**src/rtl/reg_op_pkg.sv**
```systemverilog
// Shared encodings for the register-operation sequencer.
// Opcodes, FSM states and datapath width live here.
package reg_op_pkg;

    localparam int DW = 8;

    typedef enum logic [2:0] {
        OP_MOV = 3'b000,
        OP_ADD = 3'b001,
        OP_SUB = 3'b010,
        OP_AND = 3'b011,
        OP_OR  = 3'b100,
        OP_NOT = 3'b101,
        OP_LDI = 3'b110,
        OP_CMP = 3'b111
    } op_e;

    typedef enum logic [1:0] {
        ST_IDLE  = 2'd0,
        ST_FETCH = 2'd1,
        ST_EXEC  = 2'd2,
        ST_WB    = 2'd3
    } state_e;

endpackage

```
**src/rtl/reg_op_alu.sv**
```systemverilog
// Combinational datapath: A is the source operand, B the destination.
// Arithmetic runs in DW+1 bits so bit DW is carry (ADD) or borrow (SUB/CMP).
module reg_op_alu
    import reg_op_pkg::*;
(
    input  op_e           op_i,
    input  logic [DW-1:0] a_i,
    input  logic [DW-1:0] b_i,
    input  logic [DW-1:0] imm_i,
    output logic [DW-1:0] result_o,
    output logic          z_o,
    output logic          c_o
);

    logic [DW:0] wide;

    always_comb begin
        wide = '0;
        c_o  = 1'b0;
        unique case (op_i)
            OP_MOV: wide = {1'b0, a_i};
            OP_ADD: begin
                wide = {1'b0, b_i} + {1'b0, a_i};
                c_o  = wide[DW];
            end
            OP_SUB, OP_CMP: begin
                wide = {1'b0, b_i} - {1'b0, a_i};
                c_o  = wide[DW];
            end
            OP_AND: wide = {1'b0, b_i & a_i};
            OP_OR:  wide = {1'b0, b_i | a_i};
            OP_NOT: wide = {1'b0, ~a_i};
            OP_LDI: wide = {1'b0, imm_i};
            default: wide = '0;
        endcase
        result_o = wide[DW-1:0];
        z_o      = (wide[DW-1:0] == '0);
    end

endmodule

```
**src/rtl/reg_op_sequencer.sv**
```systemverilog
// Four-state sequencer driving an external register group.
// Every output is registered, so rf_we/rf_i are glitch-free for the falling-edge write.
module reg_op_sequencer
    import reg_op_pkg::*;
(
    input  logic          clk,
    input  logic          rst_n,
    input  logic          cmd_valid,
    output logic          cmd_ready,
    input  logic [2:0]    cmd_op,
    input  logic [1:0]    cmd_sr,
    input  logic [1:0]    cmd_dr,
    input  logic [DW-1:0] cmd_imm,
    output logic          rf_we,
    output logic [1:0]    rf_sr,
    output logic [1:0]    rf_dr,
    output logic [DW-1:0] rf_i,
    input  logic [DW-1:0] rf_s,
    input  logic [DW-1:0] rf_d,
    output logic          done,
    output logic [DW-1:0] result,
    output logic          flag_z,
    output logic          flag_c
);

    state_e        state_q;
    op_e           op_q;
    logic [1:0]    sr_q;
    logic [1:0]    dr_q;
    logic [DW-1:0] imm_q;
    logic [DW-1:0] a_q;
    logic [DW-1:0] b_q;
    logic [DW-1:0] result_q;
    logic          z_q;
    logic          c_q;
    logic          we_q;
    logic [DW-1:0] wdata_q;
    logic          done_q;

    logic [DW-1:0] alu_res;
    logic          alu_z;
    logic          alu_c;

    reg_op_alu u_alu (
        .op_i     (op_q),
        .a_i      (a_q),
        .b_i      (b_q),
        .imm_i    (imm_q),
        .result_o (alu_res),
        .z_o      (alu_z),
        .c_o      (alu_c)
    );

    always_ff @(posedge clk) begin
        if (!rst_n) begin
            state_q  <= ST_IDLE;
            op_q     <= OP_MOV;
            sr_q     <= '0;
            dr_q     <= '0;
            imm_q    <= '0;
            a_q      <= '0;
            b_q      <= '0;
            result_q <= '0;
            z_q      <= 1'b0;
            c_q      <= 1'b0;
            we_q     <= 1'b0;
            wdata_q  <= '0;
            done_q   <= 1'b0;
        end else begin
            unique case (state_q)
                ST_IDLE: begin
                    if (cmd_valid) begin
                        op_q    <= op_e'(cmd_op);
                        sr_q    <= cmd_sr;
                        dr_q    <= cmd_dr;
                        imm_q   <= cmd_imm;
                        state_q <= ST_FETCH;
                    end
                end
                ST_FETCH: begin
                    // Both reads happen here, so sr==dr sees the same old value.
                    a_q     <= rf_s;
                    b_q     <= rf_d;
                    state_q <= ST_EXEC;
                end
                ST_EXEC: begin
                    result_q <= alu_res;
                    z_q      <= alu_z;
                    c_q      <= alu_c;
                    wdata_q  <= alu_res;
                    we_q     <= (op_q != OP_CMP);
                    done_q   <= 1'b1;
                    state_q  <= ST_WB;
                end
                ST_WB: begin
                    we_q    <= 1'b0;
                    done_q  <= 1'b0;
                    state_q <= ST_IDLE;
                end
                default: state_q <= ST_IDLE;
            endcase
        end
    end

    assign cmd_ready = (state_q == ST_IDLE);
    assign rf_we     = we_q;
    assign rf_sr     = sr_q;
    assign rf_dr     = dr_q;
    assign rf_i      = wdata_q;
    assign done      = done_q;
    assign result    = result_q;
    assign flag_z    = z_q;
    assign flag_c    = c_q;

endmodule
```
**config.mk**
```make
export PLATFORM = sky130hd
export DESIGN_NAME = reg_op_sequencer
export DESIGN_NICKNAME = d
export VERILOG_FILES = /design/src/rtl/reg_op_pkg.sv /design/src/rtl/reg_op_alu.sv /design/src/rtl/reg_op_sequencer.sv
export SDC_FILE = /design/constraint.sdc
export NUM_CORES = 1
export LEC_CHECK = 0
export ABC_AREA = 1
export BUFFER_PORTS_ARGS = -buffer_cell sky130_fd_sc_hd__buf_2
export CORE_MARGIN = 1.5
export CORE_UTILIZATION = 60
export CTS_CLUSTER_DIAMETER = 200
export DETAILED_ROUTE_END_ITERATION = 16
export PLACE_DENSITY = 0.83
export SLEW_MARGIN = 20
export SYNTH_ARGS = -nofsm -noshare
export SYNTH_HDL_FRONTEND = slang
export SYNTH_SLANG_ARGS = --single-unit
```
**constraint.sdc**
```tcl
create_clock -name clk -period 4 [get_ports clk]
set_input_delay 0.4 -clock clk [delete_from_list [all_inputs] [get_ports clk]]
set_output_delay 0.4 -clock clk [all_outputs]
set_load 0.02 [all_outputs]
```
# Word level (Yosys, flattened, before mapping)
# Index checks and enable logic that the tools add are counted.
# classes
add_sub_neg	2
multipliers	0
div_mod_pow	0
order_cmp	0
n_eq_ne	12
n_shift	0
n_mux	6
n_bitwise	3
reduce_logical	6
# ops
operator	n
case mux 8 bit (7 select lines)	1
== test 3 bit, second input constant	4
adder 8 x 8 -> 9 bit	1
subtractor 8 x 8 -> 9 bit	1
bitwise AND 8 bit	1
zero test 8 bit	1
NOT 8 bit	1
bitwise OR 8 bit	1
case mux 2 bit (4 select lines)	1
== test 3 x 2 -> 1 bit, second input constant	2
case mux 1 bit (2 select lines)	3
== test 2 bit, second input constant	2
== test 3 x 1 -> 1 bit, second input constant	1
zero test 3 bit	1
!= test 3 bit, second input constant	1
== test 2 x 1 -> 1 bit, second input constant	1
zero test 2 bit	1
two-way mux 2 bit	1
!= test 2 bit, second input constant	1
AND reduction 2 bit	1
nonzero test 2 bit	1
OR reduction 2 bit	1
# word_totals
regBits	45
latchBits	0
mem_bits_rw	0
rom_bits	0
inputBits	34
output_inout_bits	25
elab_cells	41
n_memories	0

# Logic depth before layout (Yosys ltp)
# Gate-level depths: netlist of the first run.
# depth
depth_word	4
depth_mapped	15
ltp_nobuf	14

# Cells and area by module
# From an unflattened synthesis of the first run, not the netlist that was laid out.
# hier_totals
cells_unflattened	484
hier_area_um2	3199.3
# by_module_without_submodules
module	n_inst	cells_each	area_per_inst_um2	seq_area_each_um2
reg_op_sequencer	1	214	1794.2	900.9
reg_op_alu	1	270	1405.1	0.0

# Worst setup path after synthesis of the first run
# OpenSTA, ideal clock, no wires.
# synth_path
path_kind	flip-flop to flip-flop
from	reg b_q[0]
to	reg z_q (netlist: flag_z)
setup_time_ps	66
arrival_ps	1770
required_time_ps	3934
path_slack_ps	2164
stages_incl_launch_ff	14
path_buffers	0
period_less_slack_ps	1836
cell_sequence	dfxtp_1 -> inv_1 -> ha_1 -> fa_1 -> nand3b_1 -> nand2_1 -> nand2_1 -> nand2_1 -> nand2_1 -> nand3_1 -> nand4_1 -> nor2_1 -> nand2_1 -> a21oi_2
# synth_between
elab_chain_cells	3
word_cells_on_any_way	6
classes_between	add/sub (2); mux (1); bitwise (2); reduce/logical (1)
# synth_rtl
element	line_no	text
start, declared	reg_op_sequencer.sv:32	logic [DW-1:0] b_q;
start signal, assigned	reg_op_sequencer.sv:83	b_q <= rf_d;
subtractor 8 x 8 -> 9 bit, or another cell as far along	reg_op_alu.sv:27	wide = {1'b0, b_i} - {1'b0, a_i};
case mux 8 bit (7 select lines) *	reg_op_alu.sv:20	unique case (op_i)
zero test 8 bit *	reg_op_alu.sv:37	z_o = (wide[DW-1:0] == '0);
end signal, assigned	reg_op_sequencer.sv:88	z_q <= alu_z;
end, declared	reg_op_sequencer.sv:34	logic z_q;
# Mark *: on every way between the ends. The rest lies on a longest branch, timed or not.
# A chain may end at the register's enable or synchronous reset.

# Worst setup path in the final report of the first run
# Ends and elaborated chain as after synthesis.

==> report_table.html, run 1 <==
<table>
<tr><th>Metric</th><th>Value</th></tr>
<tr><th colspan="2">Pwr</th></tr>
<tr><td>Fraction of power spent switching nets</td><td>0.510</td></tr>
<tr><td>Logic pwr share</td><td>0.583</td></tr>
<tr><td>Internal portion of total power</td><td>1.34 mW</td></tr>
<tr><td>Static Leakage</td><td>1.69 nW</td></tr>
<tr><td>Total power per unit cell area</td><td>810 nW/um^2</td></tr>
<tr><td>Maximum ir drop on the vdd rail</td><td>0.000390 V</td></tr>
<tr><td>Sequential fraction of design power</td><td>0.286</td></tr>
<tr><td>Clock network power share</td><td>0.131</td></tr>
<tr><td>NetSw</td><td>1.40 mW</td></tr>
<tr><th colspan="2">Route</th></tr>
<tr><td>Remaining number of nets flagged by the antenna check after routing</td><td>0</td></tr>
<tr><td>Number of DRC violations after detailed-routing iteration 0</td><td>192</td></tr>
<tr><td>DRC errors left</td><td>0</td></tr>
<tr><td>Routed wire per std cell</td><td>13.5 um</td></tr>
<tr><td>Number of vias per cell</td><td>5.43</td></tr>
<tr><td>Total via count in the routed design</td><td>3004</td></tr>
<tr><td>First drt pass iteration count</td><td>5</td></tr>
<tr><td>Total length of routed wires</td><td>7440 um</td></tr>
<tr><th colspan="2">Critical path</th></tr>
<tr><td>Worst-path fanout max</td><td>3</td></tr>
<tr><td>Kind of end point of the critical path</td><td>flip-flop</td></tr>
<tr><td>Worst EP arrival</td><td>2410 ps</td></tr>
<tr><td>Endpoint of the worst-slack reg-to-reg timing path</td><td>flag_z$_SDFFE_PN0P_</td></tr>
<tr><td>Reg-to-reg critical path startpoint</td><td>b_q[0]$_SDFFE_PN0N_</td></tr>
<tr><td>Register-to-register path setup slack</td><td>1840 ps</td></tr>
<tr><td>Register-to-Register Path Depth</td><td>13</td></tr>
<tr><td>Data required time at the worst endpoint</td><td>4250 ps</td></tr>
<tr><td>Launching element type of the critical path</td><td>flip-flop</td></tr>
<tr><td>Category of the critical setup timing path</td><td>flip-flop to flip-flop</td></tr>
<tr><th colspan="2">Worst hold path</th></tr>
<tr><td>Worst hold path depth</td><td>3</td></tr>
<tr><td>Worst hold endpoint</td><td>imm_q[3]$_SDFFE_PN0P_</td></tr>
<tr><td>Startpoint of the most critical hold path</td><td>cmd_imm[3]</td></tr>
<tr><td>Class of the most critical hold timing path</td><td>primary input to flip-flop</td></tr>
<tr><th colspan="2">Clock tree</th></tr>
<tr><td>Skew-Pair Late Insertion Delay</td><td>310 ps</td></tr>
<tr><td>Inserted Clock Buffers</td><td>5</td></tr>
<tr><td>Number of levels in the clock H-tree</td><td>2</td></tr>
<tr><td>Maximum clock path buffer count</td><td>2</td></tr>
<tr><td>Hold bufs inserted after CTS</td><td>0</td></tr>
<tr><td>CTS tree</td><td>built</td></tr>
<tr><td>Post-CTS repair timing setup buffer count</td><td>0</td></tr>
<tr><td>Clock root buffer</td><td>sky130_fd_sc_hd__clkbuf_8</td></tr>
<tr><td>Post-cts repair resize count</td><td>0</td></tr>
<tr><td>Clock transition at the registers of the reported paths</td><td>90 ps</td></tr>
<tr><td>TritonCTS Sinks</td><td>45</td></tr>
<tr><th colspan="2">Yosys</th></tr>
<tr><td>Main flop type after synthesis</td><td>sky130_fd_sc_hd__dfxtp_1</td></tr>
<tr><td>Number of standard cells after synthesis</td><td>443</td></tr>
<tr><td>Mean cell area of the mapped netlist</td><td>6.88 um^2</td></tr>
<tr><td>Synthesized net count</td><td>508</td></tr>
<tr><td>Biggest area consumer among synthesized cells</td><td>sky130_fd_sc_hd__dfxtp_1</td></tr>
<tr><td>Portion of the post-synthesis area used by sequential elements</td><td>0.296</td></tr>
<tr><td>Yosys top cell area share</td><td>0.296</td></tr>
<tr><td>Most common cell in the synthesized netlist</td><td>sky130_fd_sc_hd__nand2_1</td></tr>
<tr><td>Top post-synthesis cells by area</td><td>sky130_fd_sc_hd__dfxtp_1 30%, sky130_fd_sc_hd__ha_1 12%, sky130_fd_sc_hd__nand2_1 10%</td></tr>
<tr><td>Synth cell types</td><td>31</td></tr>
<tr><td>Number of synthesized flops with an enable pin</td><td>0</td></tr>
<tr><td>Share of synthesized registers carrying an async set or reset</td><td>0</td></tr>
<tr><td>Synth top cells by count</td><td>81 x sky130_fd_sc_hd__nand2_1, 61 x sky130_fd_sc_hd__nor2_1, 47 x sky130_fd_sc_hd__inv_1</td></tr>
<tr><td>Flip-flop and latch count after synthesis</td><td>45</td></tr>
<tr><td>YS warnings</td><td>0</td></tr>
<tr><td>Post-synth design cell area</td><td>3050 um^2</td></tr>
<tr><th colspan="2">Cells and area</th></tr>
<tr><td>Diodes inserted</td><td>0</td></tr>
<tr><td>Final-layout fill cell count</td><td>443</td></tr>
<tr><td>Layout cells sized above 1</td><td>0.181</td></tr>
<tr><td>Post-route core utilization</td><td>0.703</td></tr>
<tr><td>Area delta synth-&gt;final</td><td>11.1%</td></tr>
<tr><td>Final net count</td><td>550</td></tr>
<tr><th colspan="2">Placement</th></tr>
<tr><td>Gpl congestion</td><td>0.949</td></tr>
<tr><td>Half-perimeter wire length of the detailed placement result</td><td>5690 um</td></tr>
<tr><td>Number of buffers inserted by port buffering</td><td>58</td></tr>
<tr><th colspan="2">Timing</th></tr>
<tr><td>Final setup viols</td><td>0</td></tr>
<tr><td>Final hold violations</td><td>0</td></tr>
<tr><td>Post-route setup TNS</td><td>0 ps</td></tr>
<tr><td>Worst-case headroom to the max-slew limit</td><td>0.448</td></tr>
<tr><td>Post-route clock skew</td><td>8.85 ps</td></tr>
<tr><td>Period minus WS final</td><td>2160 ps</td></tr>
<tr><td>Final count of pins violating max slew</td><td>0</td></tr>
<tr><td>Actual slew at the worst max-slew pin</td><td>827 ps</td></tr>
<tr><td>Final period util</td><td>0.539</td></tr>
<tr><td>Fmax</td><td>464 MHz</td></tr>
<tr><td>RSZ-0062 raised after global routing</td><td>false</td></tr>
<tr><th colspan="2">Die</th></tr>
<tr><td>Initial Utilization</td><td>0.632</td></tr>
<tr><td>Top-level I/O count</td><td>59</td></tr>
<tr><td>Core Box Area</td><td>4820 um^2</td></tr>
<tr><td>Width of the chip</td><td>74.3 um</td></tr>
<tr><td>Die H</td><td>74.3 um</td></tr>
<tr><td>Number of core rows</td><td>25</td></tr>
<tr><td>Overall die area</td><td>5510 um^2</td></tr>
<tr><th colspan="2">Global route</th></tr>
<tr><td>Congestion Overflow GR</td><td>0</td></tr>
<tr><td>Wire length of the first global-routing pass</td><td>12000 um</td></tr>
<tr><td>Number of global-route vias before repair</td><td>2553</td></tr>
<tr><td>Antenna violations before repair</td><td>0</td></tr>
<tr><td>Total routing usage reported by global routing</td><td>0.281</td></tr>
<tr><td>Pin count of the biggest net entering global routing</td><td>43</td></tr>
<tr><th colspan="2">Outcome</th></tr>
<tr><td>Result of the run</td><td>complete, no violations</td></tr>
<tr><th colspan="2">Run</th></tr>
<tr><td>Count of maximum capacitance violations</td><td>0</td></tr>
</table>
final cells by class:
class                   instances  area [um^2]  share of cell area
flip-flops and latches         45          901               0.266
repair buffers                 58          290              0.0857
well taps                      67         83.8              0.0248
multi-input cells             323         1790               0.530
inverters                      52          205              0.0606
clock inverters                 2         38.8              0.0115
clock buffers                   6         72.6              0.0214
critical path: stages (launching register included):
cell	delay [ps]
sky130_fd_sc_hd__dfxtp_1	330
sky130_fd_sc_hd__inv_1	90
sky130_fd_sc_hd__ha_1	220
sky130_fd_sc_hd__fa_1	420
sky130_fd_sc_hd__nand3b_1	200
sky130_fd_sc_hd__nand2_1	100
sky130_fd_sc_hd__nand2_1	50
sky130_fd_sc_hd__nand3_1	70
sky130_fd_sc_hd__nand4_1	150
sky130_fd_sc_hd__nor2_1	140
sky130_fd_sc_hd__nand2_1	80
sky130_fd_sc_hd__nor2_2	70
sky130_fd_sc_hd__nand2_1	70
sky130_fd_sc_hd__a21oi_2	100
worst max path at each step:
stage	from	endpoint	slack [ps]
3_5_place_dp	b_q[0]$_SDFFE_PN0N_	flag_z$_SDFFE_PN0P_	1890
4_1_cts	b_q[0]$_SDFFE_PN0N_	flag_z$_SDFFE_PN0P_	1870
2_1_floorplan	b_q[0]$_SDFFE_PN0N_	flag_z$_SDFFE_PN0P_	2160
3_3_place_gp	b_q[0]$_SDFFE_PN0N_	flag_z$_SDFFE_PN0P_	1890
5_1_grt	a_q[0]$_SDFFE_PN0N_	flag_c$_SDFFE_PN0P_	1630
6_report	b_q[0]$_SDFFE_PN0N_	flag_z$_SDFFE_PN0P_	1840
cell usage in the layout (no fill, tap or decap), types with 2 or more instances in the layout:
cell type                  count
sky130_fd_sc_hd__or2_2         2
sky130_fd_sc_hd__a21oi_1      29
sky130_fd_sc_hd__a21oi_2       2
sky130_fd_sc_hd__inv_1        47
sky130_fd_sc_hd__nand2_2       4
sky130_fd_sc_hd__buf_2        58
sky130_fd_sc_hd__nand3_2       2
sky130_fd_sc_hd__ha_1         29
sky130_fd_sc_hd__o21ai_2       2
sky130_fd_sc_hd__dfxtp_1      45
sky130_fd_sc_hd__nand3b_1      6
sky130_fd_sc_hd__nand4_1      16
sky130_fd_sc_hd__nor3_1        3
sky130_fd_sc_hd__nand2_1      81
sky130_fd_sc_hd__inv_4         2
sky130_fd_sc_hd__clkbuf_8      5
sky130_fd_sc_hd__nor2_2        3
sky130_fd_sc_hd__nand3_1      27
sky130_fd_sc_hd__o21ai_0      46
sky130_fd_sc_hd__inv_2         2
sky130_fd_sc_hd__o211ai_1      2
sky130_fd_sc_hd__nor2_1       61
sky130_fd_sc_hd__fa_1          2
power by group through the flow:
stage	Clock (mW)	Combinational, mW	Sequential [mW]
2_1_floorplan	0	1.22	0.799
5_1_grt	0.379	1.79	0.810
4_1_cts	0.359	1.58	0.782
3_3_place_gp	0	1.55	0.784
3_5_place_dp	0	1.57	0.791
6_report	0.359	1.60	0.786
flip-flops by register name (all words and copies together) (netlist names):
name and count:
flag_c 1, rf_we 1, b_q 8, state_q 2, rf_i 8, a_q 8
op_q 3, rf_sr 2, flag_z 1, rf_dr 2, imm_q 8, done 1
kinds of logic (layout without fill, tap and decap cells):
group / Yosys count / in the layout / share of synthesized area
AND/OR/NAND/NOR: 208 / 208 / 0.308
AO/OA/AOI/OAI: 83 / 83 / 0.146
buffers and inverters: 75 / 118 / 0.115
flip-flops: 45 / 45 / 0.296
adder cells (fa/ha/maj): 31 / 31 / 0.132
XOR/XNOR: 1 / 1 / 0.00288
stage by stage:
| step | setup WS (ps) | std cells | area, um^2 | hold WS, ps | power (mW) |
|---|---|---|---|---|---|
| 2_1_floorplan | 2160 | 443 | 3050 | 431 | 2.02 |
| 3_3_place_gp | 1890 | 545 | 3270 | 449 | 2.34 |
| 3_5_place_dp | 1890 | 545 | 3270 | 458 | 2.36 |
| 4_1_cts | 1870 | 553 | 3390 | 340 | 2.72 |
| 5_1_grt | 1630 | 553 | 3390 | 363 | 2.98 |
| 6_report | 1840 | 553 | 3390 | 335 | 2.74 |
per-layer routing:
layer / global-route usage / up-vias / part of all wire
met4: 0.0869 / 0 / 0.016
met1: 0.369 / 1361 / 0.44
met5: 0 / - / 0
met3: 0.0501 / 13 / 0.062
li1: - / 1516 / -
met2: 0.472 / 114 / 0.48
Note: power is estimated with default switching activity, not from simulation.
==> run 2: changes to the inputs <==
--- a/config.mk
+++ b/config.mk
@@ -8,10 +8,10 @@
 export ABC_AREA = 1
 export BUFFER_PORTS_ARGS = -buffer_cell sky130_fd_sc_hd__buf_2
 export CORE_MARGIN = 1.5
-export CORE_UTILIZATION = 60
+export CORE_UTILIZATION = 50
 export CTS_CLUSTER_DIAMETER = 200
 export DETAILED_ROUTE_END_ITERATION = 16
-export PLACE_DENSITY = 0.83
+export PLACE_DENSITY = 0.73
 export SLEW_MARGIN = 20
 export SYNTH_ARGS = -nofsm -noshare
 export SYNTH_HDL_FRONTEND = slang
==> constraint.sdc (replaced) <==
create_clock -name clk -period 1.7 [get_ports clk]
set_input_delay 0.17 -clock clk [delete_from_list [all_inputs] [get_ports clk]]
set_output_delay 0.17 -clock clk [all_outputs]
set_load 0.02 [all_outputs]
==> report_table.html, run 2 (synthesis gave the netlist of run 1 again) <==
<table>
<tr><th>Metric</th><th>Value</th></tr>
<tr><th colspan="2">Cells and area</th></tr>
<tr><td>Area delta synth-&gt;final</td><td>36.7%</td></tr>
<tr><td>Final net count</td><td>612 (+11%)</td></tr>
<tr><td>Final std cell area, no fill</td><td>4160 um^2 (+23%)</td></tr>
<tr><td>Most frequent cells in the layout</td><td>65 x sky130_fd_sc_hd__nand2_1, 60 x sky130_fd_sc_hd__buf_4, 58 x sky130_fd_sc_hd__buf_2</td></tr>
<tr><td>Final-layout fill cell count</td><td>505 (+14%)</td></tr>
<tr><td>Diodes inserted</td><td>0 (unchanged)</td></tr>
<tr><td>Storage element area</td><td>923 um^2 (+2.5%)</td></tr>
<tr><td>Number of standard cells in the final layout excluding fillers</td><td>623 (+13%)</td></tr>
<tr><td>Most common library cell in the layout ignoring fill and taps</td><td>sky130_fd_sc_hd__nand2_1</td></tr>
<tr><td>Multi-input gate area</td><td>2060 um^2 (+15%)</td></tr>
<tr><td>Layout cells sized above 1</td><td>0.411 (+0.230)</td></tr>
<tr><th colspan="2">Global route</th></tr>
<tr><td>Wire length of the first global-routing pass</td><td>13000 um (+8.4%)</td></tr>
<tr><td>Total routing usage reported by global routing</td><td>0.251 (-0.0304)</td></tr>
<tr><td>Antenna violations before repair</td><td>0 (unchanged)</td></tr>
<tr><td>Congestion Overflow GR</td><td>0 (unchanged)</td></tr>
<tr><td>Pin count of the biggest net entering global routing</td><td>42 (-2.3%)</td></tr>
<tr><td>Number of global-route vias before repair</td><td>2880 (+13%)</td></tr>
<tr><th colspan="2">Route</th></tr>
<tr><td>Total length of routed wires</td><td>8480 um (+14%)</td></tr>
<tr><td>Number of DRC violations after detailed-routing iteration 0</td><td>216 (+13%)</td></tr>
<tr><td>Remaining number of nets flagged by the antenna check after routing</td><td>0 (unchanged)</td></tr>
<tr><td>Total via count in the routed design</td><td>3224 (+7.3%)</td></tr>
<tr><td>DRC errors left</td><td>0 (unchanged)</td></tr>
<tr><td>Routed wire per std cell</td><td>13.6 um (+1.1%)</td></tr>
<tr><td>First drt pass iteration count</td><td>4 (-1)</td></tr>
<tr><td>Number of vias per cell</td><td>5.17 (-4.7%)</td></tr>
<tr><th colspan="2">Clock tree</th></tr>
<tr><td>Hold bufs inserted after CTS</td><td>0 (unchanged)</td></tr>
<tr><td>CTS tree</td><td>built</td></tr>
<tr><td>Clock root buffer</td><td>sky130_fd_sc_hd__clkbuf_8</td></tr>
<tr><td>Number of levels in the clock H-tree</td><td>2 (unchanged)</td></tr>
<tr><td>Maximum clock path buffer count</td><td>2 (unchanged)</td></tr>
<tr><td>TritonCTS Sinks</td><td>45 (unchanged)</td></tr>
<tr><td>Clock transition at the registers of the reported paths</td><td>90 ps (about the same)</td></tr>
<tr><td>Inserted Clock Buffers</td><td>5 (unchanged)</td></tr>
<tr><td>Skew-Pair Late Insertion Delay</td><td>300 ps (about the same)</td></tr>
<tr><th colspan="2">Die</th></tr>
<tr><td>Top-level I/O count</td><td>59 (unchanged)</td></tr>
<tr><td>Width of the chip</td><td>81.1 um (+9.2%)</td></tr>
<tr><td>Initial Utilization</td><td>0.518 (-0.115)</td></tr>
<tr><td>Core Box Area</td><td>5890 um^2 (+22%)</td></tr>
<tr><td>Overall die area</td><td>6570 um^2 (+19%)</td></tr>
<tr><td>Number of core rows</td><td>28 (+12%)</td></tr>
<tr><td>Die H</td><td>81.1 um (+9.2%)</td></tr>
<tr><th colspan="2">Timing</th></tr>
<tr><td>Final WS setup</td><td>-255 ps (-2100 ps)</td></tr>
<tr><td>Final hold violations</td><td>0 (unchanged)</td></tr>
<tr><td>RSZ-0062 raised after global routing</td><td>true</td></tr>
<tr><td>Final count of pins violating max slew</td><td>0 (unchanged)</td></tr>
<tr><td>Fmax</td><td>511 MHz (+10%)</td></tr>
<tr><td>Worst-case headroom to the max-slew limit</td><td>0.739 (+0.291)</td></tr>
<tr><td>Final period util</td><td>1.15 (+0.611)</td></tr>
<tr><td>Post-route clock skew</td><td>10.8 ps (+1.92 ps)</td></tr>
<tr><td>Final setup viols</td><td>9 (+9)</td></tr>
<tr><td>Actual slew at the worst max-slew pin</td><td>392 ps (-436 ps)</td></tr>
<tr><td>Period minus WS final</td><td>1960 ps (-201 ps)</td></tr>
<tr><th colspan="2">Worst hold path</th></tr>
<tr><td>Worst hold path depth</td><td>3 (unchanged)</td></tr>
<tr><td>Startpoint of the most critical hold path</td><td>cmd_sr[0]</td></tr>
<tr><td>Class of the most critical hold timing path</td><td>primary input to flip-flop</td></tr>
<tr><td>Worst hold endpoint</td><td>rf_sr[0]$_SDFFE_PN0P_</td></tr>
<tr><th colspan="2">Critical path</th></tr>
<tr><td>Kind of end point of the critical path</td><td>flip-flop</td></tr>
<tr><td>Category of the critical setup timing path</td><td>flip-flop to flip-flop</td></tr>
<tr><td>Register-to-register path setup slack</td><td>-260 ps (-2100 ps)</td></tr>
<tr><td>Largest stage delay, worst path</td><td>410 ps (about the same)</td></tr>
<tr><td>Register-to-Register Path Depth</td><td>13 (unchanged)</td></tr>
<tr><td>Cell repeated most along the worst path</td><td>sky130_fd_sc_hd__nand2_1</td></tr>
<tr><td>Launching element type of the critical path</td><td>flip-flop</td></tr>
<tr><td>Cell type of the slowest stage on the worst timing path</td><td>sky130_fd_sc_hd__fa_2</td></tr>
<tr><td>WP depth</td><td>13 (unchanged)</td></tr>
<tr><td>Reg-to-reg critical path startpoint</td><td>b_q[0]$_SDFFE_PN0N_</td></tr>
<tr><td>Worst EP arrival</td><td>2200 ps (-210 ps)</td></tr>
<tr><td>Endpoint of the worst-slack reg-to-reg timing path</td><td>flag_z$_SDFFE_PN0P_</td></tr>
<tr><td>Worst-path cell chain</td><td>inv_2 &gt; ha_4 &gt; fa_2 &gt; nand3b_1 &gt; nand2_2 &gt; nand2_1 &gt; nand3_1 &gt; nand4_1 &gt; nor2_1 &gt; nand2_1 &gt; nor2_2 &gt; nand2_1 &gt; a21oi_2</td></tr>
<tr><td>Total buffers and inverters traversed by the critical path</td><td>1 (unchanged)</td></tr>
<tr><td>Worst-path fanout max</td><td>2 (-1)</td></tr>
<tr><td>Data required time at the worst endpoint</td><td>1950 ps (-2300 ps)</td></tr>
<tr><td>Family with the most delay on the worst path</td><td>simple AND/OR/NAND/NOR gates</td></tr>
<tr><th colspan="2">Pwr</th></tr>
<tr><td>Clock network power share</td><td>0.101 (-0.030)</td></tr>
<tr><td>NetSw</td><td>3.90 mW (+180%)</td></tr>
<tr><td>Logic pwr share</td><td>0.686 (+0.103)</td></tr>
<tr><td>Internal portion of total power</td><td>4.34 mW (+220%)</td></tr>
<tr><td>Total power per unit cell area</td><td>1980 nW/um^2 (+140%)</td></tr>
<tr><td>Sequential fraction of design power</td><td>0.213 (-0.073)</td></tr>
<tr><td>Maximum ir drop on the vdd rail</td><td>0.00117 V (+200%)</td></tr>
<tr><td>Fraction of power spent switching nets</td><td>0.473 (-0.0374)</td></tr>
<tr><td>Static Leakage</td><td>2.02 nW (+20%)</td></tr>
<tr><th colspan="2">Placement</th></tr>
<tr><td>Number of buffers inserted by port buffering</td><td>58 (unchanged)</td></tr>
<tr><td>Half-perimeter wire length of the detailed placement result</td><td>6160 um (+8.2%)</td></tr>
<tr><td>Number of placed instances with taps included</td><td>606 (+11%)</td></tr>
<tr><td>Area after DPL</td><td>3700 um^2 (+13%)</td></tr>
<tr><td>Gpl congestion</td><td>0.913 (-3.7%)</td></tr>
<tr><th colspan="2">Outcome</th></tr>
<tr><td>Failing checks</td><td>negative setup slack</td></tr>
<tr><td>Result of the run</td><td>finished with violations</td></tr>
<tr><th colspan="2">Run</th></tr>
<tr><td>Count of maximum capacitance violations</td><td>0 (unchanged)</td></tr>
</table>
run 2: changes by cell type in the layout (fill, tap and decap cells not counted), sizes merged:
cell	delta
buf	+62
run 2: through the flow:
stage / worst slack, ps / total power, mW / util / hold WS (ps) / TNS, ps
floorplan: -44.1 / 4.79 / - / 308 / -83.0
global placement: -157 / 6.31 / 0.629 / 420 / -589
detailed placement: -197 / 6.39 / 0.629 / 429 / -765
CTS: -211 / 7.47 / 0.665 / 118 / -620
global route: -429 / 8.90 / 0.707 / 132 / -2080
finish: -255 / 8.24 / 0.707 / 115 / -963
run 2: how the worst max path moves through the flow:
| stage | from | to |
|---|---|---|
| 4_1_cts | a_q[0]$_SDFFE_PN0N_ | flag_z$_SDFFE_PN0P_ |
| 2_1_floorplan | a_q[0]$_SDFFE_PN0N_ | flag_c$_SDFFE_PN0P_ |
| 3_3_place_gp | b_q[0]$_SDFFE_PN0N_ | flag_z$_SDFFE_PN0P_ |
| 3_5_place_dp | b_q[0]$_SDFFE_PN0N_ | flag_c$_SDFFE_PN0P_ |
| 6_report | b_q[0]$_SDFFE_PN0N_ | flag_z$_SDFFE_PN0P_ |
| 5_1_grt | b_q[0]$_SDFFE_PN0N_ | flag_z$_SDFFE_PN0P_ |
run 2: cell type report:
class / count / share of cell area
Clock inverter: 2 / 0.00931
Multi-Input combinational cell: 323 / 0.495
Tap cell: 75 / 0.0225
Sequential cell: 45 / 0.222
Clock buffer: 6 / 0.0174
Inverter: 52 / 0.0511
Timing Repair Buffer: 120 / 0.183
run 2: power groups by stage:
| stage | logic [mW] | registers [mW] | clock network, mW |
|---|---|---|---|
| floorplan | 2.90 | 1.89 | 0 |
| global placement | 4.60 | 1.71 | 0 |
| detailed placement | 4.66 | 1.73 | 0 |
| CTS | 4.92 | 1.71 | 0.836 |
| global route | 6.22 | 1.81 | 0.877 |
| finish | 5.65 | 1.76 | 0.833 |
run 2: routing by layer:
layer	share of wire	track usage	up-vias
met2	0.51	0.451	75
met4	0.013	0.0483	0
met1	0.43	0.321	1487
met3	0.048	0.0326	12
met5	0	0	-
li1	-	-	1650
run 2: repair_timing:
item | CTS | global route
gates resized for setup | 19 | 69
setup buffers | 0 | 10
pin swaps | 3 | 33
cloned | 0 | 0
endpoints found under the setup margin | 8 | 10
run 2: worst min-delay path, delay by kind of cell:
kind / cells / cell delay, ps
AOI/OAI and AO/OA: 1 / 70
buffers and inverters: 1 / 70
and+or+nand+nor: 1 / 80
==> run 3: changes to the inputs <==
--- a/config.mk
+++ b/config.mk
@@ -8,11 +8,12 @@
 export ABC_AREA = 1
 export BUFFER_PORTS_ARGS = -buffer_cell sky130_fd_sc_hd__buf_2
 export CORE_MARGIN = 1.5
-export CORE_UTILIZATION = 50
+export CORE_UTILIZATION = 51
 export CTS_CLUSTER_DIAMETER = 200
 export DETAILED_ROUTE_END_ITERATION = 16
-export PLACE_DENSITY = 0.73
+export PLACE_DENSITY = 0.74
 export SLEW_MARGIN = 20
 export SYNTH_ARGS = -nofsm -noshare
 export SYNTH_HDL_FRONTEND = slang
+export SYNTH_HIERARCHICAL = 1
 export SYNTH_SLANG_ARGS = --single-unit
==> report_table.html, run 3 <==
<table>
<tr><th>Metric</th><th>Value</th></tr>
<tr><th colspan="2">Run</th></tr>
<tr><td>Count of maximum capacitance violations</td><td>0 (unchanged)</td></tr>
<tr><th colspan="2">Placement</th></tr>
<tr><td>Gpl congestion</td><td>0.912 (-0.18%)</td></tr>
<tr><td>Number of placed instances with taps included</td><td>645 (+6.4%)</td></tr>
<tr><td>Number of buffers inserted by port buffering</td><td>58 (unchanged)</td></tr>
<tr><td>Half-perimeter wire length of the detailed placement result</td><td>6920 um (+12%)</td></tr>
<tr><td>Area after DPL</td><td>3810 um^2 (+3.0%)</td></tr>
<tr><td>Setup slack at placement</td><td>-293 ps (-96.5 ps)</td></tr>
<tr><th colspan="2">Pwr</th></tr>
<tr><td>Static Leakage</td><td>2.15 nW (+6.3%)</td></tr>
<tr><td>Total power per unit cell area</td><td>1950 nW/um^2 (-1.2%)</td></tr>
<tr><td>Maximum ir drop on the vdd rail</td><td>0.00164 V (+40%)</td></tr>
<tr><th colspan="2">Critical path</th></tr>
<tr><td>Largest stage delay, worst path</td><td>380 ps (-30 ps)</td></tr>
<tr><td>Family with the most delay on the worst path</td><td>simple AND/OR/NAND/NOR gates</td></tr>
<tr><td>Register-to-register path setup slack</td><td>-280 ps (-30 ps)</td></tr>
<tr><td>Worst-path cell chain</td><td>inv_2 &gt; ha_4 &gt; fa_2 &gt; xnor2_2 &gt; nor2_1 &gt; nor2_1 &gt; nand2_1 &gt; nand2_1 &gt; nand3_1 &gt; nor2_1 &gt; nand3_1 &gt; nor2_1 &gt; nor2_1 &gt; nor2_1</td></tr>
<tr><td>Cell type of the slowest stage on the worst timing path</td><td>sky130_fd_sc_hd__dfxtp_4</td></tr>
<tr><td>Register-to-Register Path Depth</td><td>14 (+1)</td></tr>
<tr><td>Endpoint of the worst-slack reg-to-reg timing path</td><td>flag_z$_SDFFE_PN0N_</td></tr>
<tr><td>Worst EP arrival</td><td>2230 ps (+30 ps)</td></tr>
<tr><td>Cell repeated most along the worst path</td><td>sky130_fd_sc_hd__nor2_1</td></tr>
<tr><td>Category of the critical setup timing path</td><td>flip-flop to flip-flop</td></tr>
<tr><td>Data required time at the worst endpoint</td><td>1940 ps (about the same)</td></tr>
<tr><td>Reg-to-reg critical path startpoint</td><td>b_q[0]$_SDFFE_PN0N_</td></tr>
<tr><td>Worst-path fanout max</td><td>3 (+1)</td></tr>
<tr><td>Total buffers and inverters traversed by the critical path</td><td>1 (unchanged)</td></tr>
<tr><td>Launching element type of the critical path</td><td>flip-flop</td></tr>
<tr><td>Kind of end point of the critical path</td><td>flip-flop</td></tr>
<tr><th colspan="2">Global route</th></tr>
<tr><td>Total routing usage reported by global routing</td><td>0.292 (+0.0407)</td></tr>
<tr><td>Antenna violations before repair</td><td>0 (unchanged)</td></tr>
<tr><td>Congestion Overflow GR</td><td>0 (unchanged)</td></tr>
<tr><td>Number of global-route vias before repair</td><td>3173 (+10%)</td></tr>
<tr><td>Wire length of the first global-routing pass</td><td>14800 um (+14%)</td></tr>
<tr><td>Pin count of the biggest net entering global routing</td><td>29 (-31%)</td></tr>
<tr><th colspan="2">Timing</th></tr>
<tr><td>Worst-case headroom to the max-slew limit</td><td>0.630 (-0.109)</td></tr>
<tr><td>Final hold violations</td><td>0 (unchanged)</td></tr>
<tr><td>Actual slew at the worst max-slew pin</td><td>555 ps (+163 ps)</td></tr>
<tr><td>Final hold slack</td><td>83.4 ps (-31.9 ps)</td></tr>
<tr><td>Final period util</td><td>1.17 (+0.0166)</td></tr>
<tr><td>Fmax</td><td>504 MHz (-1.4%)</td></tr>
<tr><td>Final count of pins violating max slew</td><td>0 (unchanged)</td></tr>
<tr><td>Final setup viols</td><td>9 (unchanged)</td></tr>
<tr><td>Final WS setup</td><td>-284 ps (-28.2 ps)</td></tr>
<tr><td>Post-route setup TNS</td><td>-1180 ps (-221 ps)</td></tr>
<tr><td>Period minus WS final</td><td>1980 ps (+28.2 ps)</td></tr>
<tr><td>Post-route clock skew</td><td>5.47 ps (-5.31 ps)</td></tr>
<tr><td>RSZ-0062 raised after global routing</td><td>true</td></tr>
<tr><th colspan="2">Route</th></tr>
<tr><td>Number of DRC violations after detailed-routing iteration 0</td><td>232 (+7.4%)</td></tr>
<tr><td>Total via count in the routed design</td><td>3396 (+5.3%)</td></tr>
<tr><td>Remaining number of nets flagged by the antenna check after routing</td><td>0 (unchanged)</td></tr>
<tr><td>First drt pass iteration count</td><td>5 (+1)</td></tr>
<tr><td>DRC errors left</td><td>0 (unchanged)</td></tr>
<tr><td>Number of vias per cell</td><td>5.15 (-0.42%)</td></tr>
<tr><td>Routed wire per std cell</td><td>14.2 um (+4.2%)</td></tr>
<tr><td>Total length of routed wires</td><td>9340 um (+10%)</td></tr>
<tr><th colspan="2">Yosys</th></tr>
<tr><td>Synthesized net count</td><td>549 (+8.1%)</td></tr>
<tr><td>Post-synth design cell area</td><td>3200 um^2 (+5.0%)</td></tr>
<tr><td>Mean cell area of the mapped netlist</td><td>6.61 um^2 (-3.9%)</td></tr>
<tr><td>Main flop type after synthesis</td><td>sky130_fd_sc_hd__dfxtp_1</td></tr>
<tr><td>Flip-flop and latch count after synthesis</td><td>45 (unchanged)</td></tr>
<tr><td>Biggest area consumer among synthesized cells</td><td>sky130_fd_sc_hd__dfxtp_1</td></tr>
<tr><td>YS warnings</td><td>6 (+6)</td></tr>
<tr><td>Top post-synthesis cells by area</td><td>sky130_fd_sc_hd__dfxtp_1 28%, sky130_fd_sc_hd__nand2_1 12%, sky130_fd_sc_hd__ha_1 11%</td></tr>
<tr><td>Number of standard cells after synthesis</td><td>484 (+9.3%)</td></tr>
<tr><td>Yosys top cell area share</td><td>0.282 (-0.0141)</td></tr>
<tr><td>Synth top cells by count</td><td>104 x sky130_fd_sc_hd__nand2_1, 81 x sky130_fd_sc_hd__nor2_1, 60 x sky130_fd_sc_hd__inv_1</td></tr>
<tr><td>Share of synthesized registers carrying an async set or reset</td><td>0 (unchanged)</td></tr>
<tr><td>Synth cell types</td><td>31 (unchanged)</td></tr>
<tr><td>Most common cell in the synthesized netlist</td><td>sky130_fd_sc_hd__nand2_1</td></tr>
<tr><td>Portion of the post-synthesis area used by sequential elements</td><td>0.282 (-0.0141)</td></tr>
<tr><td>Number of synthesized flops with an enable pin</td><td>0 (unchanged)</td></tr>
<tr><th colspan="2">Cells and area</th></tr>
<tr><td>Number of standard cells in the final layout excluding fillers</td><td>659 (+5.8%)</td></tr>
<tr><td>Final std cell area, no fill</td><td>4190 um^2 (+0.54%)</td></tr>
<tr><td>Layout cells sized above 1</td><td>0.341 (-0.0698)</td></tr>
<tr><td>Storage element area</td><td>917 um^2 (-0.68%)</td></tr>
<tr><td>Most common library cell in the layout ignoring fill and taps</td><td>sky130_fd_sc_hd__nand2_1</td></tr>
<tr><td>Most frequent cells in the layout</td><td>90 x sky130_fd_sc_hd__nand2_1, 78 x sky130_fd_sc_hd__nor2_1, 59 x sky130_fd_sc_hd__buf_4</td></tr>
<tr><td>Area delta synth-&gt;final</td><td>30.9%</td></tr>
<tr><td>Multi-input gate area</td><td>2080 um^2 (+1.2%)</td></tr>
<tr><td>Diodes inserted</td><td>0 (unchanged)</td></tr>
<tr><td>Final net count</td><td>648 (+5.9%)</td></tr>
<tr><td>Final-layout fill cell count</td><td>541 (+7.1%)</td></tr>
<tr><th colspan="2">Worst hold path</th></tr>
<tr><td>Worst hold endpoint</td><td>a_q[0]$_SDFFE_PN0N_</td></tr>
<tr><td>Startpoint of the most critical hold path</td><td>rf_s[0]</td></tr>
<tr><td>Class of the most critical hold timing path</td><td>primary input to flip-flop</td></tr>
<tr><td>Worst hold path depth</td><td>3 (unchanged)</td></tr>
<tr><th colspan="2">Clock tree</th></tr>
<tr><td>Maximum clock path buffer count</td><td>2 (unchanged)</td></tr>
<tr><td>Skew-Pair Late Insertion Delay</td><td>300 ps (about the same)</td></tr>
<tr><td>TritonCTS Sinks</td><td>45 (unchanged)</td></tr>
<tr><td>Number of levels in the clock H-tree</td><td>2 (unchanged)</td></tr>
<tr><td>Clock root buffer</td><td>sky130_fd_sc_hd__clkbuf_8</td></tr>
<tr><td>CTS tree</td><td>built</td></tr>
<tr><td>Inserted Clock Buffers</td><td>5 (unchanged)</td></tr>
<tr><td>Clock transition at the registers of the reported paths</td><td>90 ps (about the same)</td></tr>
<tr><th colspan="2">Die</th></tr>
<tr><td>Die H</td><td>82.2 um (+1.4%)</td></tr>
<tr><td>Core Box Area</td><td>5990 um^2 (+1.8%)</td></tr>
<tr><td>Number of core rows</td><td>28 (unchanged)</td></tr>
<tr><td>Overall die area</td><td>6760 um^2 (+2.8%)</td></tr>
<tr><td>Initial Utilization</td><td>0.534 (+0.0164)</td></tr>
<tr><td>Top-level I/O count</td><td>59 (unchanged)</td></tr>
<tr><td>Width of the chip</td><td>82.2 um (+1.4%)</td></tr>
<tr><th colspan="2">Outcome</th></tr>
<tr><td>Result of the run</td><td>finished with violations</td></tr>
<tr><td>Failing checks</td><td>negative setup slack</td></tr>
</table>
[run 3: cell types whose count changed in the layout (fill, tap and decap cells not counted), sizes merged, moves of 2 or more]
cell | previous run | this run
nand3b | 7 | 1
or2 | 2 | 0
buf | 120 | 117
o21ai | 48 | 34
nand3 | 29 | 47
inv | 52 | 64
nor2 | 65 | 88
nand4 | 16 | 7
a21oi | 31 | 27
nand2 | 86 | 106
[run 3: worst max-delay path by stage]
stage	startpoint	endpoint	slack, ps	depth (start not counted)
after global routing	a_q[0]$_SDFFE_PN0N_	flag_z$_SDFFE_PN0N_	-430	14
after global placement	b_q[0]$_SDFFE_PN0N_	flag_c$_SDFFE_PN0N_	-260	12
after detailed placement	a_q[1]$_SDFFE_PN0N_	flag_z$_SDFFE_PN0N_	-290	15
after floorplan	a_q[0]$_SDFFE_PN0N_	flag_z$_SDFFE_PN0N_	-40	14
final	b_q[0]$_SDFFE_PN0N_	flag_z$_SDFFE_PN0N_	-280	14
after CTS	b_q[0]$_SDFFE_PN0N_	flag_z$_SDFFE_PN0N_	-330	14
[run 3: layer usage]
| metal | track usage | wire, um | vias to the layer above |
|---|---|---|---|
| met4 | 0.0797 | 111 | 0 |
| met2 | 0.495 | 4470 | 86 |
| met1 | 0.382 | 4430 | 1582 |
| met3 | 0.0451 | 326 | 15 |
| met5 | 0 | 0 | - |
| li1 | - | - | 1713 |
[run 3: logic make-up after synthesis]
kind of cell    count (synthesis)  synth area share
xor+xnor                        1           0.00274
flops                          45             0.282
simple gates                  252             0.338
fa+ha+maj                      31             0.126
buf+inv                        89             0.143
compound gates                 66             0.109
[run 3: power breakdown]
group	leakage, nW	internal, mW	total [mW]	switching [mW]
Clock	0.0585	0.480	0.864	0.385
Sequential	0.373	1.44	1.69	0.255
Combinational	1.72	2.35	5.63	3.28
[run 3: cell type report]
type | instances | share of cell area
inverters | 64 | 0.0580
repair buffers | 117 | 0.175
flip-flops and latches | 45 | 0.219
well taps | 75 | 0.0224
clock inverters | 1 | 0.00717
multi-input cells | 350 | 0.498
clock buffers | 7 | 0.0206
[run 3: worst reg2reg max path, cell delays in order (launching register included)]
cell and delay, ps:
sky130_fd_sc_hd__dfxtp_4 380, sky130_fd_sc_hd__inv_2 50, sky130_fd_sc_hd__ha_4 160, sky130_fd_sc_hd__fa_2 390, sky130_fd_sc_hd__xnor2_2 150, sky130_fd_sc_hd__nor2_1 60
sky130_fd_sc_hd__nor2_1 80, sky130_fd_sc_hd__nand2_1 60, sky130_fd_sc_hd__nand2_1 70, sky130_fd_sc_hd__nand3_1 90, sky130_fd_sc_hd__nor2_1 120, sky130_fd_sc_hd__nand3_1 80
sky130_fd_sc_hd__nor2_1 100, sky130_fd_sc_hd__nor2_1 50, sky130_fd_sc_hd__nor2_1 90
[run 3: per-stage QoR]
| step | util | total power, mW |
|---|---|---|
| 2_1_floorplan | - | 4.98 |
| 3_3_place_gp | 0.637 | 6.45 |
| 3_5_place_dp | 0.637 | 6.49 |
| 4_1_cts | 0.681 | 7.81 |
| 5_1_grt | 0.699 | 8.84 |
| 6_report | 0.699 | 8.18 |
[run 3: repair_timing]
item	4_1_cts	5_1_grt
hold buffers	0	0
resized for setup	36	22
gates cloned	0	0
setup buffers	4	2
endpoints found under the setup margin	9	10
pin swaps	27	28
